### config.mk
export PLATFORM = sky130hd
export DESIGN_NAME = wspr_tx_sequencer_flat
export DESIGN_NICKNAME = d
export VERILOG_FILES = /design/src/rtl/wspr_tx_sequencer_pkg.sv /design/src/rtl/wspr_tx_sequencer_if.sv /design/src/rtl/wspr_tx_sequencer_symbol_timer.sv /design/src/rtl/wspr_tx_sequencer.sv /design/src/flat_wrapper.sv
export SDC_FILE = /design/constraint.sdc
export NUM_CORES = 1
export LEC_CHECK = 0
export ABC_AREA = 1
export ABC_CLOCK_PERIOD_IN_PS = 5100
export BUFFER_PORTS_ARGS = -buffer_cell sky130_fd_sc_hd__clkbuf_2
export CAP_MARGIN = 20
export CELL_PAD_IN_SITES_DETAIL_PLACEMENT = 2
export CELL_PAD_IN_SITES_GLOBAL_PLACEMENT = 2
export CORE_MARGIN = 4
export CORE_UTILIZATION = 34
export DETAILED_ROUTE_END_ITERATION = 12
export HOLD_SLACK_MARGIN = 0.06
export PLACE_DENSITY_LB_ADDON = 0.1
export SKIP_LAST_GASP = 1
export SLEW_MARGIN = 20
export SYNTH_ARGS = -nofsm -noshare
export SYNTH_HDL_FRONTEND = slang
export SYNTH_SLANG_ARGS = --single-unit
### constraint.sdc
create_clock -name clock -period 5.1 [get_ports clock]
set_input_delay 0.51 -clock clock [delete_from_list [all_inputs] [get_ports clock]]
set_output_delay 0.51 -clock clock [all_outputs]
set_load 0.05 [all_outputs]
### src/rtl/wspr_tx_sequencer_pkg.sv
// Shared types, sizes and the tone mapping helper for the WSPR transmit sequencer.
package wspr_pkg;

    localparam int NUM_SYMBOLS = 162;
    localparam int ADDR_W      = 8;
    localparam int FREQ_W      = 32;
    localparam int PER_W       = 32;

    typedef logic [1:0] wspr_sym_t;

    typedef enum logic [1:0] {
        IDLE,
        PREFETCH,
        LOAD,
        HOLD
    } tx_state_e;

    // base + sym*step without a multiplier: the symbol is only 2 bits, so
    // one shifted and one plain copy of step cover every tone. Wraps mod 2^FREQ_W.
    function automatic logic [FREQ_W-1:0] tone_freq(
        input logic [FREQ_W-1:0] base,
        input logic [FREQ_W-1:0] step,
        input wspr_sym_t         sym
    );
        logic [FREQ_W-1:0] w_two;
        logic [FREQ_W-1:0] w_one;
        w_two = sym[1] ? (step << 1) : '0;
        w_one = sym[0] ? step : '0;
        return base + w_two + w_one;
    endfunction

endpackage

### src/rtl/wspr_tx_sequencer_if.sv
// Bundle between the sequencer, the config/symbol-buffer side and the NCO side.
interface wspr_tx_sequencer_if #(
    parameter int ADDR_W = wspr_pkg::ADDR_W,
    parameter int FREQ_W = wspr_pkg::FREQ_W,
    parameter int PER_W  = wspr_pkg::PER_W
);
    import wspr_pkg::*;

    logic              io_start;
    logic              io_abort;
    logic              io_cfg_ready;
    logic [PER_W-1:0]  io_period_cycles;
    logic [FREQ_W-1:0] io_base_freq;
    logic [FREQ_W-1:0] io_tone_step;
    logic [ADDR_W-1:0] io_sym_addr;
    wspr_sym_t         io_sym_data;
    logic [FREQ_W-1:0] io_freq_word;
    wspr_sym_t         io_bit_out;
    logic              io_rf_en;
    logic              io_sym_strobe;
    logic              io_busy;
    logic              io_done;

    modport master (
        input  io_start, io_abort, io_cfg_ready, io_period_cycles,
               io_base_freq, io_tone_step, io_sym_data,
        output io_sym_addr, io_freq_word, io_bit_out, io_rf_en,
               io_sym_strobe, io_busy, io_done
    );

    modport slave (
        output io_start, io_abort, io_cfg_ready, io_period_cycles,
               io_base_freq, io_tone_step, io_sym_data,
        input  io_sym_addr, io_freq_word, io_bit_out, io_rf_en,
               io_sym_strobe, io_busy, io_done
    );

endinterface

### src/rtl/wspr_tx_sequencer_symbol_timer.sv
// Symbol period counter: holds the per-transmission period and flags its expiry.
module wspr_symbol_timer #(
    parameter int PER_W = wspr_pkg::PER_W
) (
    input  logic             clock,
    input  logic             reset,
    input  logic             i_load,
    input  logic [PER_W-1:0] i_period,
    input  logic             i_clear,
    output logic             o_expired
);
    logic [PER_W-1:0] r_period;
    logic [PER_W-1:0] r_count;

    // Capture the period at transmission start; zero is clamped to one so a symbol never degenerates.
    always_ff @(posedge clock) begin
        if (i_load) begin
            r_period <= (i_period == '0) ? PER_W'(1) : i_period;
        end
    end

    // Count cycles since the last symbol boundary; the controller clears it on each boundary.
    always_ff @(posedge clock) begin
        if (reset) begin
            r_count <= '0;
        end else if (i_clear) begin
            r_count <= '0;
        end else begin
            r_count <= r_count + PER_W'(1);
        end
    end

    assign o_expired = (r_count == r_period);

endmodule

### src/rtl/wspr_tx_sequencer.sv
// WSPR transmit scheduler: walks the symbol buffer and drives one NCO tone per symbol period.
module wspr_tx_sequencer #(
    parameter int NUM_SYMBOLS = wspr_pkg::NUM_SYMBOLS,
    parameter int ADDR_W      = wspr_pkg::ADDR_W,
    parameter int FREQ_W      = wspr_pkg::FREQ_W,
    parameter int PER_W       = wspr_pkg::PER_W
) (
    input logic                 clock,
    input logic                 reset,
    wspr_tx_sequencer_if.master bus
);
    import wspr_pkg::*;

    localparam logic [ADDR_W-1:0] LAST_IDX = ADDR_W'(NUM_SYMBOLS - 1);
    localparam logic [ADDR_W-1:0] END_IDX  = ADDR_W'(NUM_SYMBOLS);

    tx_state_e         r_state;
    logic              r_start_d;
    logic [ADDR_W-1:0] r_idx;
    logic [ADDR_W-1:0] r_sym_addr;
    logic [FREQ_W-1:0] r_freq;
    logic [FREQ_W-1:0] r_base;
    logic [FREQ_W-1:0] r_step;
    wspr_sym_t         r_bit;
    logic              r_rf_en;
    logic              r_strobe;
    logic              r_busy;
    logic              r_done;

    logic w_start_edge;
    logic w_accept;
    logic w_aborting;
    logic w_clear;
    logic w_expired;

    assign w_start_edge = bus.io_start & ~r_start_d;
    assign w_aborting   = (r_state != IDLE) && bus.io_abort;
    assign w_accept     = (r_state == IDLE) && w_start_edge && bus.io_cfg_ready && !bus.io_abort;
    // The counter reads 0 during every LOAD cycle, so LOAD + P HOLD cycles give P+1 per symbol.
    assign w_clear      = (r_state == PREFETCH) || ((r_state == HOLD) && w_expired);

    wspr_symbol_timer #(
        .PER_W (PER_W)
    ) u_timer (
        .clock     (clock),
        .reset     (reset),
        .i_load    (w_accept),
        .i_period  (bus.io_period_cycles),
        .i_clear   (w_clear),
        .o_expired (w_expired)
    );

    // Sequencing FSM with all outputs registered. The index runs one past the last
    // symbol so the final tone stays on air a full period; that terminal LOAD then
    // ends the transmission exactly where the next strobe would have appeared.
    always_ff @(posedge clock) begin
        if (reset) begin
            r_state    <= IDLE;
            r_start_d  <= 1'b1;
            r_idx      <= '0;
            r_sym_addr <= '0;
            r_freq     <= '0;
            r_bit      <= '0;
            r_rf_en    <= 1'b0;
            r_strobe   <= 1'b0;
            r_busy     <= 1'b0;
            r_done     <= 1'b0;
        end else begin
            r_start_d <= bus.io_start;
            r_strobe  <= 1'b0;
            r_done    <= 1'b0;
            if (w_aborting) begin
                r_state    <= IDLE;
                r_rf_en    <= 1'b0;
                r_busy     <= 1'b0;
                r_bit      <= '0;
                r_sym_addr <= '0;
            end else begin
                case (r_state)
                    IDLE: begin
                        if (w_accept) begin
                            r_state    <= PREFETCH;
                            r_base     <= bus.io_base_freq;
                            r_step     <= bus.io_tone_step;
                            r_sym_addr <= '0;
                            r_idx      <= '0;
                            r_busy     <= 1'b1;
                        end
                    end
                    PREFETCH: begin
                        r_state <= LOAD;
                    end
                    LOAD: begin
                        if (r_idx == END_IDX) begin
                            r_state <= IDLE;
                            r_done  <= 1'b1;
                            r_busy  <= 1'b0;
                            r_rf_en <= 1'b0;
                            r_bit   <= '0;
                        end else begin
                            r_state  <= HOLD;
                            r_bit    <= bus.io_sym_data;
                            r_freq   <= tone_freq(r_base, r_step, bus.io_sym_data);
                            r_strobe <= 1'b1;
                            r_rf_en  <= 1'b1;
                            if (r_idx != LAST_IDX) begin
                                r_sym_addr <= r_idx + ADDR_W'(1);
                            end
                        end
                    end
                    HOLD: begin
                        if (w_expired) begin
                            r_idx   <= r_idx + ADDR_W'(1);
                            r_state <= LOAD;
                        end
                    end
                    default: begin
                        r_state <= IDLE;
                    end
                endcase
            end
        end
    end

    assign bus.io_sym_addr   = r_sym_addr;
    assign bus.io_freq_word  = r_freq;
    assign bus.io_bit_out    = r_bit;
    assign bus.io_rf_en      = r_rf_en;
    assign bus.io_sym_strobe = r_strobe;
    assign bus.io_busy       = r_busy;
    assign bus.io_done       = r_done;

endmodule

### src/flat_wrapper.sv
// flat-port wrapper written by rule: the top's interface ports become plain ports
module wspr_tx_sequencer_flat import wspr_pkg::*;
#(
    parameter int NUM_SYMBOLS = wspr_pkg::NUM_SYMBOLS,
    parameter int ADDR_W      = wspr_pkg::ADDR_W,
    parameter int FREQ_W      = wspr_pkg::FREQ_W,
    parameter int PER_W       = wspr_pkg::PER_W
)
  (clock, reset, bus_io_start, bus_io_abort, bus_io_cfg_ready, bus_io_period_cycles, bus_io_base_freq, bus_io_tone_step, bus_io_sym_data, bus_io_sym_addr, bus_io_freq_word, bus_io_bit_out, bus_io_rf_en, bus_io_sym_strobe, bus_io_busy, bus_io_done);
  wspr_tx_sequencer_if #(.ADDR_W(ADDR_W), .FREQ_W(FREQ_W), .PER_W(PER_W)) bus_i ();
  input logic clock;
  input logic reset;
  input wire logic [$bits(bus_i.io_start)-1:0] bus_io_start;
  input wire logic [$bits(bus_i.io_abort)-1:0] bus_io_abort;
  input wire logic [$bits(bus_i.io_cfg_ready)-1:0] bus_io_cfg_ready;
  input wire logic [$bits(bus_i.io_period_cycles)-1:0] bus_io_period_cycles;
  input wire logic [$bits(bus_i.io_base_freq)-1:0] bus_io_base_freq;
  input wire logic [$bits(bus_i.io_tone_step)-1:0] bus_io_tone_step;
  input wire logic [$bits(bus_i.io_sym_data)-1:0] bus_io_sym_data;
  output wire logic [$bits(bus_i.io_sym_addr)-1:0] bus_io_sym_addr;
  output wire logic [$bits(bus_i.io_freq_word)-1:0] bus_io_freq_word;
  output wire logic [$bits(bus_i.io_bit_out)-1:0] bus_io_bit_out;
  output wire logic [$bits(bus_i.io_rf_en)-1:0] bus_io_rf_en;
  output wire logic [$bits(bus_i.io_sym_strobe)-1:0] bus_io_sym_strobe;
  output wire logic [$bits(bus_i.io_busy)-1:0] bus_io_busy;
  output wire logic [$bits(bus_i.io_done)-1:0] bus_io_done;
  assign bus_i.io_start = bus_io_start;
  assign bus_i.io_abort = bus_io_abort;
  assign bus_i.io_cfg_ready = bus_io_cfg_ready;
  assign bus_i.io_period_cycles = bus_io_period_cycles;
  assign bus_i.io_base_freq = bus_io_base_freq;
  assign bus_i.io_tone_step = bus_io_tone_step;
  assign bus_i.io_sym_data = bus_io_sym_data;
  assign bus_io_sym_addr = bus_i.io_sym_addr;
  assign bus_io_freq_word = bus_i.io_freq_word;
  assign bus_io_bit_out = bus_i.io_bit_out;
  assign bus_io_rf_en = bus_i.io_rf_en;
  assign bus_io_sym_strobe = bus_i.io_sym_strobe;
  assign bus_io_busy = bus_i.io_busy;
  assign bus_io_done = bus_i.io_done;
  wspr_tx_sequencer #(.NUM_SYMBOLS(NUM_SYMBOLS), .ADDR_W(ADDR_W), .FREQ_W(FREQ_W), .PER_W(PER_W)) u_core (.clock(clock), .reset(reset), .bus(bus_i));
endmodule
Word level (Yosys, flattened, before mapping) --
Cells that the tools add are included. W data, S select, Z words.
Word-level totals: memory bits (read-only) 0, memory bits (writable) 0, memories 0, register bits after elaboration 185, logic and storage cells 74, output and inout port bits 46, input port bits 103, bits in latches 0
Cells by class: $add $sub $neg 4, eq/ne operators 11, shift operators 0, bitwise operators 6, magnitude comparators 0, reductions and logical operators 21, div/mod/pow operators 0, multipliers 0, multiplexer cells 18
Operator list (count):
- $add A32 B32 Y32 | 2
- $mux W32 | 2
- $add A32 B1 Y32 const B | 1
- $eq A32 B32 Y1 | 1
- $logic_not A32 Y1 | 1
- $mux W8 | 4
- $pmux W8 S2 | 2
- $reduce_and A4 Y1 | 3
- $add A8 B1 Y8 const B | 1
- $eq A8 B8 Y1 const B | 1
- $mux W2 | 4
- $ne A8 B8 Y1 const B | 1
- $pmux W2 S4 | 1
- $ne A2 B1 Y1 const B | 3
- $reduce_and A3 Y1 | 2
- $reduce_bool A2 Y1 | 3
- $logic_and A1 B1 Y1 | 5
- $not A1 Y1 | 5
- $eq A2 B2 Y1 const B | 2
- $mux W1 | 4
- $ne A2 B2 Y1 const B | 2
- $reduce_or A2 Y1 | 2
- $reduce_or A3 Y1 | 1
- $eq A2 B1 Y1 const B | 1
- 6 further kinds | 6

Longest topological paths before layout --
Gate-level depths: netlist (run 1).
depth in word-level cells 7, depth in mapped cells 19, gate-level depth less buffers 17

By module --
From an unflattened synthesis (run 1), not the netlist that was laid out.
Second synthesis, totals: cells, all modules 1534, area total of the unflattened synthesis 11249.5 µm²
By module, submodules not included:
- wspr_tx_sequencer | cells an instance 1034, sequential area each 3062.9 µm², instances 1, area each 7743.7 µm²
- wspr_symbol_timer | cells an instance 500, sequential area each 1601.5 µm², instances 1, area each 3505.9 µm²

Worst setup path before layout (run 1) --
No wires, ideal clock.
path kind input-to-reg, start point in bus_io_abort, end point reg u_core.r_base[0] (enable), slack 753 ps, setup time 487 ps, buffers on the path 1, required time 4613 ps, arrival time 3861 ps, cell stages on the path 6, cell sequence inv_1 nor2_1 nor2_1 inv_1 clkbuf_1 nor2_1
Between the ends: longest elaborated chain between the ends 3, elaborated cells on any way between the ends 5, those cells by class bitwise: 1; reduce/logical: 4
RTL lines:
- start: declaration | RTL line flat_wrapper.sv:14 | input wire logic [$bits(bus_i.io_abort)-1:0] bus_io_abort;
- $logic_not A1 Y1 / $logic_and A1 B1 Y1 (equally long branches) | RTL line wspr_tx_sequencer.sv:38, wspr_tx_sequencer.sv:37
- $logic_and A1 B1 Y1 / $not A1 Y1 (equally long branches)
- $reduce_and A4 Y1 (no line) (*)
- end signal: assignment | RTL line wspr_tx_sequencer.sv:83 | r_base <= bus.io_base_freq;
- end: declaration | RTL line wspr_tx_sequencer.sv:22 | logic [FREQ_W-1:0] r_base;
Mark *: on every way between the ends. The rest lies on a longest branch, timed or not. A chain may end at the register's enable or synchronous reset.

Final worst setup path (run 1) --
start point in bus_io_sym_data[0], end point reg u_core.r_freq[25], in the netlist u_core.bus.io_freq_word[25]
Between the ends: longest elaborated chain between the ends 2
RTL lines:
- start: declaration | RTL line flat_wrapper.sv:19 | input wire logic [$bits(bus_i.io_sym_data)-1:0] bus_io_sym_data;
- $mux W32 | RTL line wspr_tx_sequencer_pkg.sv:28 | w_one = sym[0] ? step : '0;
- $add A32 B32 Y32 | RTL line wspr_tx_sequencer_pkg.sv:29 | return base + w_two + w_one;
- end signal: assignment | RTL line wspr_tx_sequencer.sv:103 | r_freq <= tone_freq(r_base, r_step, bus.io_sym_data);
- end: declaration | RTL line wspr_tx_sequencer.sv:21 | logic [FREQ_W-1:0] r_freq;
No other way between the ends.

==> flow_metrics.py, run 1 <==
metrics = {
    "power_and_ir_drop": {
        "p_leak_nw": 5.89,
        "ir_drop_mv": 0.257,
        "p_per_area_mw_per_mm2": 267,
        "finalPower_w": 0.00332,
    },
    "cts": {
        "post_cts.repair.setup_buffers": 0,
        "clock_path_buffers": 2,
        "clk_pin_slew_ns": 0.08,
        "cts_tree": "built",
        "clkSinkCount": 185,
        "cts.repair.resized": 0,
        "htreeDepth": 4,
        "cts-root-buf": "clkbuf_16",
        "cts_hold_buf": 0,
        "numCtsBuffers": 17,
        "clkLatencyLatePin_ns": 0.46,
    },
    "timing": {
        "max_slew.worst_pin.slew_ns": 0.956,
        "rsz0062_at_grt": "false",
        "worst_clock_skew_ns": 0.0130,
        "setup-violations-final": 0,
        "fin_tns_setup_ns": 0,
        "layout_setup_ws_ns": 1.87,
        "fin_crit_sh": 0.634,
        "hold_viol": 0,
        "period_minus_slack_ns": 3.23,
        "max_freq_ghz": 0.309,
        "slew_viol_final": 0,
        "slew_headroom": 0.362,
    },
    "floorplan": {
        "num_rows": 65,
        "ioPinCount": 149,
        "dieArea_mm2": 0.0348,
        "core_mm2": 0.0315,
        "die_w_um": 186,
        "fp.dieH_um": 186,
        "initial_core_util": 0.344,
    },
    "setup_path": {
        "cp.required_ns": 5.45,
        "worstSetupEndpointType": "flip-flop",
        "rr_worst_depth": 15,
        "crit_type": "primary input to flip-flop",
        "start_kind": "primary input",
        "cp_max_fo": 33,
        "arrival_ns": 3.59,
    },
    "layout": {
        "nets": 1666,
        "fillers": 3638,
        "final_cell_area_mm2": 0.0124,
        "diodes": 0,
        "finalNonFillerCells": 1912,
        "drive_gt1_frac": 0.154,
        "syn_to_final_growth_pct": 14.7,
    },
    "synth": {
        "async_reset_ff_frac": 0,
        "netlist_area_mm2": 0.0108,
        "synth_top_area_share": 0.266,
        "ys_top_cells_by_area": "edfxtp_1, dfxtp_1, nand2_1",
        "yosysWarnings": 0,
        "synthCells": 1384,
        "synth_common_cells": "nand2_1, inv_1, nor2_1",
        "synth_fp_nets": 1553,
        "synth_seq_cells": 185,
        "yosysMostFrequentCell": "nand2_1",
        "yosysUniqueCellTypes": 42,
        "synth_seq_area_share": 0.431,
        "syn_avg_cell_area_um2": 7.82,
        "yosysTopAreaCell": "edfxtp_1",
        "synth-edff-count": 96,
        "synth_ff_type": "edfxtp_1",
    },
    "drt": {
        "drt-total-wl_um": 33300,
        "drtAntennaViolNets": 0,
        "route.detailed.wl_per_inst_um": 17.4,
        "first_pass_iters": 4,
        "first_iter_violations": 232,
        "vias": 9161,
        "route.detailed.drc": 0,
        "via_per_inst": 4.79,
    },
    "global_routing": {
        "grt_pass1_vias": 10468,
        "grt_usage": 0.196,
        "grt_pass1_wl_um": 54600,
        "antenna_found_initial": 0,
        "gr-total-overflow": 0,
        "grt_max_degree": 52,
    },
    "placed_design": {
        "post-place-ws_ns": 1.37,
        "placed_cell_area_mm2": 0.0118,
        "portBuffers": 148,
        "dpl.cell_count": 1880,
        "gp_congestion": 0.831,
        "dp_hpwl_um": 26100,
    },
    "hold_path": {
        "hold_class": "primary input to flip-flop",
        "hold_path_depth": 1,
    },
    "job": {
        "cap_viol_max_count": 0,
    },
    "run_status": {
        "status": "complete, no violations",
    },
}
[path summary, 6_finish.rpt]
path,slack (ns),to,from
max,1.87,u_core.bus.io_freq_word[25],bus_io_sym_data[0]
min,0.22,u_core.r_base[25],bus_io_base_freq[25]
max reg2reg,2.18,u_core.bus.io_freq_word[25],u_core.r_step[1]
min reg2reg,0.47,u_core.bus.io_sym_addr[2],u_core.bus.io_sym_addr[2]
[cell usage in the layout (no fill, tap or decap), drive strengths merged]
cell | synthesis | final
a21o | 1 | 1
a21oi | 74 | 74
a31o | 1 | 1
a31oi | 4 | 4
a32o | 2 | 2
and2 | 2 | 2
buf | 14 | 3
clkbuf | 43 | 166
clkinv | 4 | 11
clkinvlp | 0 | 2
dfxtp | 89 | 89
edfxtp | 96 | 96
fa | 31 | 31
ha | 35 | 35
inv | 252 | 257
nand2 | 400 | 400
nand3 | 55 | 55
nand3b | 1 | 1
nand4 | 15 | 15
nor2 | 127 | 127
nor3 | 20 | 20
nor3b | 3 | 3
nor4 | 10 | 10
o21a | 13 | 13
o21ai | 33 | 33
o21bai | 10 | 10
o31ai | 2 | 2
or2 | 7 | 7
xnor2 | 20 | 20
xor2 | 20 | 20
[flip-flops by register name, summed over array words and instances (netlist names), 2 cells and up]
signal,cells
u_core.bus.io_sym_addr,8
u_core.u_timer.r_count,32
u_core.r_state,2
u_core.r_base,32
u_core.r_idx,8
u_core.u_timer.r_period,32
u_core.bus.io_freq_word,32
u_core.r_step,32
u_core.bus.io_bit_out,2
[through the flow]
| stage | hold WS, ns | util |
|---|---|---|
| global placement | 0.452 | 0.376 |
| floorplan | 0.451 | - |
| detailed placement | 0.457 | 0.376 |
| CTS | 0.194 | 0.395 |
| global route | 0.200 | 0.395 |
| finish | 0.220 | 0.395 |
[cell type report]
cell class	count	area, um^2	share of cell area
flip-flops and latches	185	4660	0.376
well taps	402	503	0.0405
clock inverters	14	131	0.0106
repair buffers	151	763	0.0615
clock buffers	18	439	0.0354
inverters	256	961	0.0774
multi-input cells	886	4960	0.399
[routing by layer]
| layer | track usage | share of wire | wire (um) |
|---|---|---|---|
| met1 | 0.223 | 0.42 | 13900 |
| met2 | 0.378 | 0.54 | 17900 |
| met3 | 0.0296 | 0.026 | 879 |
| met4 | 0.0540 | 0.017 | 558 |
| met5 | 0 | 0 | 0 |
[where the power goes]
part           internal [W]  switching (W)
clock              0.000657       0.000664
combinational      0.000133       0.000260
sequential          0.00158      0.0000186
[critical path, cell delays in order]
cell and delay, ns:
clkbuf_2 0.61, nand2_1 0.10, inv_1 0.11, fa_1 0.42, ha_1 0.24, fa_1 0.42, nand3_1 0.11, nand2_1 0.13
nand2_1 0.10, nand3_1 0.18, nand2_1 0.18, nand3_1 0.09, nand2_1 0.06, nand3_1 0.13, nand2_1 0.13, inv_1 0.04
[logic make-up after synthesis]
group	count (synthesis)	synth area share
compound gates	140	0.0725
simple gates	640	0.254
xor+xnor	40	0.0324
fa+ha+maj	66	0.0978
buf+inv	313	0.112
flops	185	0.431
Power figures use the tool's default switching activity.
==> inputs of run 2 (changes only) <==
--- a/config.mk
+++ b/config.mk
@@ -6,7 +6,7 @@
 export NUM_CORES = 1
 export LEC_CHECK = 0
 export ABC_AREA = 1
-export ABC_CLOCK_PERIOD_IN_PS = 5100
+export ABC_CLOCK_PERIOD_IN_PS = 3300
 export BUFFER_PORTS_ARGS = -buffer_cell sky130_fd_sc_hd__clkbuf_2
 export CAP_MARGIN = 20
 export CELL_PAD_IN_SITES_DETAIL_PLACEMENT = 2
==> constraint.sdc (replaced) <==
create_clock -name clock -period 3.3 [get_ports clock]
set_input_delay 0.33 -clock clock [delete_from_list [all_inputs] [get_ports clock]]
set_output_delay 0.33 -clock clock [all_outputs]
set_load 0.05 [all_outputs]
==> run 2 against run 1 <==
Net effect:
- global-route usage up 1.0 points
- worst setup slack worse by 1.6 ns
- combinational power up 80%
- sequential share of layout area down 2.5 points
- clock skew down 0.0011 ns
- non-clock buffer count up 84
- critical path type is now flip-flop to flip-flop
- first-iteration DRC count up 25%
- largest cell class unchanged
==> flow_metrics.py, run 2 (synthesis gave the netlist of run 1 again) <==
metrics = {
    "run_status": {
        "status": "complete, no violations",
    },
    "placed_design": {
        "dp_hpwl_um": 27000,
        "gp_congestion": 0.836,
        "portBuffers": 148,
    },
    "setup_path": {
        "rr_worst_depth": 17,
        "crit_type": "flip-flop to flip-flop",
        "worstSetupEndpointType": "flip-flop",
        "start_kind": "flip-flop",
        "arrival_ns": 3.39,
        "cp.required_ns": 3.66,
        "reg2reg_slack_ns": 0.26,
        "r2r-end": "u_core.bus.io_freq_word[27]",
        "r2r_start": "u_core.r_step[1]",
        "cp_max_fo": 4,
    },
    "power_and_ir_drop": {
        "p_per_area_mw_per_mm2": 406,
        "p_leak_nw": 6.29,
        "ir_drop_mv": 0.325,
    },
    "global_routing": {
        "grt_max_degree": 65,
        "antenna_found_initial": 1,
        "grt_usage": 0.206,
        "gr-total-overflow": 0,
        "grt_pass1_vias": 10547,
        "grt_pass1_wl_um": 57000,
    },
    "cts": {
        "clock_path_buffers": 2,
        "cts.repair.resized": 0,
        "post_cts.repair.setup_buffers": 0,
        "cts_tree": "built",
        "cts_hold_buf": 65,
        "cts-root-buf": "clkbuf_16",
        "htreeDepth": 4,
        "numCtsBuffers": 17,
        "clkLatencyLatePin_ns": 0.45,
        "clk_pin_slew_ns": 0.08,
        "clkSinkCount": 185,
    },
    "timing": {
        "max_slew.worst_pin.slew_ns": 0.849,
        "rsz0062_at_grt": "false",
        "max_freq_ghz": 0.329,
        "fin_tns_setup_ns": 0,
        "fin_crit_sh": 0.920,
        "period_minus_slack_ns": 3.04,
        "worst_clock_skew_ns": 0.0119,
        "slew_viol_final": 0,
        "setup-violations-final": 0,
        "slew_headroom": 0.433,
        "hold_viol": 0,
    },
    "drt": {
        "route.detailed.drc": 0,
        "via_per_inst": 4.74,
        "drtAntennaViolNets": 0,
        "first_iter_violations": 289,
        "vias": 9470,
        "first_pass_iters": 4,
        "drt-total-wl_um": 35500,
        "route.detailed.wl_per_inst_um": 17.8,
    },
    "hold_path": {
        "hold_end": "u_core.u_timer.r_period[18]",
        "hold_class": "primary input to flip-flop",
        "hold_path_depth": 1,
        "hp-start": "bus_io_period_cycles[18]",
    },
    "layout": {
        "nets": 1750,
        "final_cell_mix": "nand2_1, inv_1, clkbuf_2",
        "post-route-util": 0.423,
        "drive_gt1_frac": 0.154,
        "syn_to_final_growth_pct": 22.9,
        "layout_commonest_cell": "nand2_1",
    },
    "floorplan": {
        "dieArea_mm2": 0.0348,
        "initial_core_util": 0.344,
        "core_mm2": 0.0315,
        "die_w_um": 186,
        "fp.dieH_um": 186,
        "ioPinCount": 149,
        "num_rows": 65,
    },
    "job": {
        "cap_viol_max_count": 0,
    },
}
==> run 2: cell count changes in the layout (fill, tap and decap cells not counted), sizes merged, moves of 2 or more <==
cell | previous run | this run
buf | 3 | 17
clkbuf | 166 | 168
dlygate4sd3 | 0 | 70
bufinv | 0 | 3
clkinv | 11 | 8
==> run 2: cell type report <==
| class | instances | area (um^2) |
|---|---|---|
| repair buffers | 235 | 1610 |
| flip-flops and latches | 185 | 4660 |
| fillers | 3639 | 18200 |
| clock inverters | 12 | 163 |
| multi-input cells | 886 | 4960 |
| clock buffers | 20 | 447 |
| inverters | 256 | 961 |
| well taps | 402 | 503 |
| diodes | 1 | 2.50 |
==> run 2: worst max-delay path by stage <==
stage	start	endpoint	slack, ns
after floorplan	u_core.r_state[0]	u_core.r_base[0]	0.20
after global placement	bus_io_sym_data[1]	u_core.bus.io_freq_word[30]	0.23
after detailed placement	bus_io_sym_data[1]	u_core.bus.io_freq_word[20]	0.16
after CTS	u_core.r_step[1]	u_core.bus.io_freq_word[27]	0.30
after global routing	u_core.r_step[1]	u_core.bus.io_freq_word[23]	0.07
final	u_core.r_step[1]	u_core.bus.io_freq_word[27]	0.26
==> run 2: worst max-delay path: stages, from the launching register on <==
cell and delay (ns):
edfxtp_1 0.43, nand2_1 0.10, inv_1 0.07, fa_1 0.50, ha_1 0.27, fa_1 0.42, nand3_1 0.10, nand2_1 0.14
nand2_1 0.11, nand2_1 0.14, nand2_1 0.10, nand2_1 0.10, nand2_1 0.12, nand3_1 0.08, nand2_1 0.08, nand3_1 0.09
nand2_1 0.07, inv_1 0.03
==> run 2: power breakdown <==
part	leakage (nW)	internal [W]	total (W)	switching [W]
Clock	0.297	0.00123	0.00221	0.000987
Sequential	1.58	0.00245	0.00248	0.0000291
Combinational	4.41	0.000271	0.000706	0.000435
Total	6.29	0.00395	0.00540	0.00145
==> run 2: per-layer routing <==
metal,vias up,global-route usage,wire [um]
met5,-,0,0
met4,0,0.0441,459
met3,27,0.0307,1010
met2,131,0.382,18600
met1,4624,0.254,15400
li1,4688,-,-
==> run 2: through the flow <==
| stage | instance area [um^2] | power (W) | setup slack [ns] | instances | hold slack, ns |
|---|---|---|---|---|---|
| global placement | 12000 | 0.00315 | 0.226 | 1894 | 0.453 |
| CTS | 13300 | 0.00545 | 0.299 | 1991 | 0.0613 |
| finish | 13300 | 0.00540 | 0.265 | 1997 | 0.0827 |
| global route | 13300 | 0.00565 | 0.0682 | 1997 | 0.0612 |
| floorplan | 10800 | 0.00293 | 0.204 | 1384 | 0.399 |
| detailed placement | 12000 | 0.00317 | 0.156 | 1894 | 0.460 |
==> inputs of run 3 (changes only) <==
--- a/config.mk
+++ b/config.mk
@@ -9,10 +9,10 @@
 export ABC_CLOCK_PERIOD_IN_PS = 3300
 export BUFFER_PORTS_ARGS = -buffer_cell sky130_fd_sc_hd__clkbuf_2
 export CAP_MARGIN = 20
-export CELL_PAD_IN_SITES_DETAIL_PLACEMENT = 2
-export CELL_PAD_IN_SITES_GLOBAL_PLACEMENT = 2
+export CELL_PAD_IN_SITES_DETAIL_PLACEMENT = 1
+export CELL_PAD_IN_SITES_GLOBAL_PLACEMENT = 1
 export CORE_MARGIN = 4
-export CORE_UTILIZATION = 34
+export CORE_UTILIZATION = 35
 export DETAILED_ROUTE_END_ITERATION = 12
 export HOLD_SLACK_MARGIN = 0.06
 export PLACE_DENSITY_LB_ADDON = 0.1
==> run 3 against run 2 <==
Net effect:
- utilization is 0.81 points higher
- total power shrank 2.9%
- sequential power barely moved
- maximum frequency rose by 7.1%
- critical path depth unchanged
- design area down 0.94%
- die area shrank 2.7%
- via count fell by 3.9%
- count of clock-buffer cells in the layout shrank 1
- largest power group unchanged
==> flow_metrics.py, run 3 (synthesis gave the netlist of run 1 again) <==
metrics = {
    "floorplan": {
        "ioPinCount": 149,
        "core_mm2": 0.0306,
        "die_w_um": 184,
        "dieArea_mm2": 0.0338,
        "fp.dieH_um": 184,
        "initial_core_util": 0.354,
        "num_rows": 64,
    },
    "layout": {
        "drive_gt1_frac": 0.150,
        "nets": 1739,
        "layout_commonest_cell": "nand2_1",
        "final_cell_mix": "nand2_1, inv_1, clkbuf_2",
        "fillers": 3815,
        "diodes": 0,
        "syn_to_final_growth_pct": 21.7,
        "post-route-util": 0.431,
    },
    "setup_path": {
        "cpPeakStageDelay_ns": 0.47,
        "crit_cells": 17,
        "start_kind": "flip-flop",
        "path_cells": "nand2_1 -> inv_1 -> fa_1 -> ha_1 -> fa_1 -> nand3_1 -> nand2_1 -> nand2_1 -> nand2_1 -> nand3_1 -> nand2_1 -> nand2_1 -> nand2_1 -> nand2_1 -> nand3_1 -> nand2_1 -> inv_1",
        "reg2reg_slack_ns": 0.46,
        "r2r_start": "u_core.r_step[1]",
        "rr_worst_depth": 17,
        "crit_end": "u_core.bus.io_freq_word[23]",
        "cp.required_ns": 3.64,
        "worstSetupStartpoint": "u_core.r_step[1]",
        "worstSetupEndpointType": "flip-flop",
        "crit_type": "flip-flop to flip-flop",
        "r2r-end": "u_core.bus.io_freq_word[23]",
        "arrival_ns": 3.18,
        "critPathBufInv": 2,
        "cp_max_fo": 4,
        "cp_common_cell": "nand2_1",
        "cp_slowest_cell": "fa_1",
        "critPathTopFamily": "adder cells",
    },
    "timing": {
        "period_minus_slack_ns": 2.84,
        "layout_setup_ws_ns": 0.465,
        "fin_crit_sh": 0.859,
        "worst_clock_skew_ns": 0.0119,
        "setup-violations-final": 0,
        "max_freq_ghz": 0.353,
        "hold_viol": 0,
        "fin_tns_setup_ns": 0,
        "slew_viol_final": 0,
        "max_slew.worst_pin.slew_ns": 0.990,
        "rsz0062_at_grt": "false",
        "slew_headroom": 0.339,
    },
    "run_status": {
        "status": "complete, no violations",
    },
    "global_routing": {
        "grt_pass1_vias": 9379,
        "antenna_found_initial": 0,
        "grt_pass1_wl_um": 48900,
        "grt_max_degree": 65,
        "grt_usage": 0.184,
        "gr-total-overflow": 0,
    },
    "cts": {
        "numCtsBuffers": 17,
        "clkLatencyLatePin_ns": 0.45,
        "cts-root-buf": "clkbuf_16",
        "clkSinkCount": 185,
        "clk_pin_slew_ns": 0.07,
        "htreeDepth": 4,
        "cts_tree": "built",
        "clock_path_buffers": 2,
    },
    "drt": {
        "first_pass_iters": 4,
        "via_per_inst": 4.60,
        "drt-total-wl_um": 30600,
        "route.detailed.wl_per_inst_um": 15.5,
        "first_iter_violations": 311,
        "vias": 9103,
        "route.detailed.drc": 0,
        "drtAntennaViolNets": 0,
    },
    "job": {
        "cap_viol_max_count": 0,
    },
    "hold_path": {
        "hold_class": "primary input to flip-flop",
    },
    "power_and_ir_drop": {
        "p_leak_nw": 6.22,
        "p_per_area_mw_per_mm2": 398,
        "ir_drop_mv": 0.350,
        "finalPower_w": 0.00524,
    },
    "placed_design": {
        "post-place-ws_ns": 0.0514,
        "gp_congestion": 0.837,
        "dp_hpwl_um": 24000,
        "portBuffers": 148,
    },
}
==> run 3: cell type report <==
type                            count  area, um^2  share of cell area
Sequential cell                   185        4660               0.354
Multi-Input combinational cell    886        4960               0.376
Clock inverter                     13         144              0.0109
Clock buffer                       19         433              0.0329
Timing Repair Buffer              224        1520               0.116
Inverter                          256         961              0.0729
Tap cell                          396         495              0.0376
==> run 3: timing repair <==
action	4_1_cts	5_1_grt
resized for setup	0	0
setup buffers	0	0
hold buffers	59	6
hold endpoints to repair	59	6
==> run 3: routing by layer <==
| metal | up-vias | routed length (um) | global-route usage |
|---|---|---|---|
| met5 | - | 0 | 0 |
| met4 | 0 | 457 | 0.0441 |
| met3 | 25 | 847 | 0.0311 |
| met2 | 105 | 15500 | 0.332 |
| met1 | 4306 | 13800 | 0.230 |
| li1 | 4667 | - | - |
==> run 3: through the flow <==
step           area [um^2]  instances  hold WS (ns)
2_1_floorplan        10800       1384         0.399
3_3_place_gp         12000       1882         0.452
3_5_place_dp         12000       1882         0.459
4_1_cts              13100       1973        0.0604
5_1_grt              13200       1979        0.0612
6_report             13200       1979        0.0805
==> run 3: worst min path at each step <==
stage                         startpoint                          to  slack [ns]  depth (start not counted)
2_1_floorplan                      reset  u_core.bus.io_freq_word[0]        0.40                          1
3_3_place_gp   u_core.bus.io_sym_addr[4]   u_core.bus.io_sym_addr[4]        0.45                          2
3_5_place_dp   u_core.bus.io_sym_addr[7]   u_core.bus.io_sym_addr[7]        0.46                          2
4_1_cts          bus_io_period_cycles[2]  u_core.u_timer.r_period[2]        0.06                          1
5_1_grt             bus_io_base_freq[10]           u_core.r_base[10]        0.06                          1
6_report            bus_io_base_freq[27]           u_core.r_base[27]        0.08                          1
==> run 3: where the power goes <==
group,leakage [nW],switching [W],internal (W),total (W)
registers,1.58,0.0000272,0.00245,0.00248
logic,4.36,0.000411,0.000264,0.000675
clock network,0.278,0.000965,0.00113,0.00209
==> run 3: worst register-to-register path: cells and delay by family, from the launching register on <==
kind	cells	cell delay, ns
AND/OR/NAND/NOR	12	1.09
buffers and inverters	2	0.08
adder cells (fa/ha/maj)	3	1.15
flip-flops	1	0.41
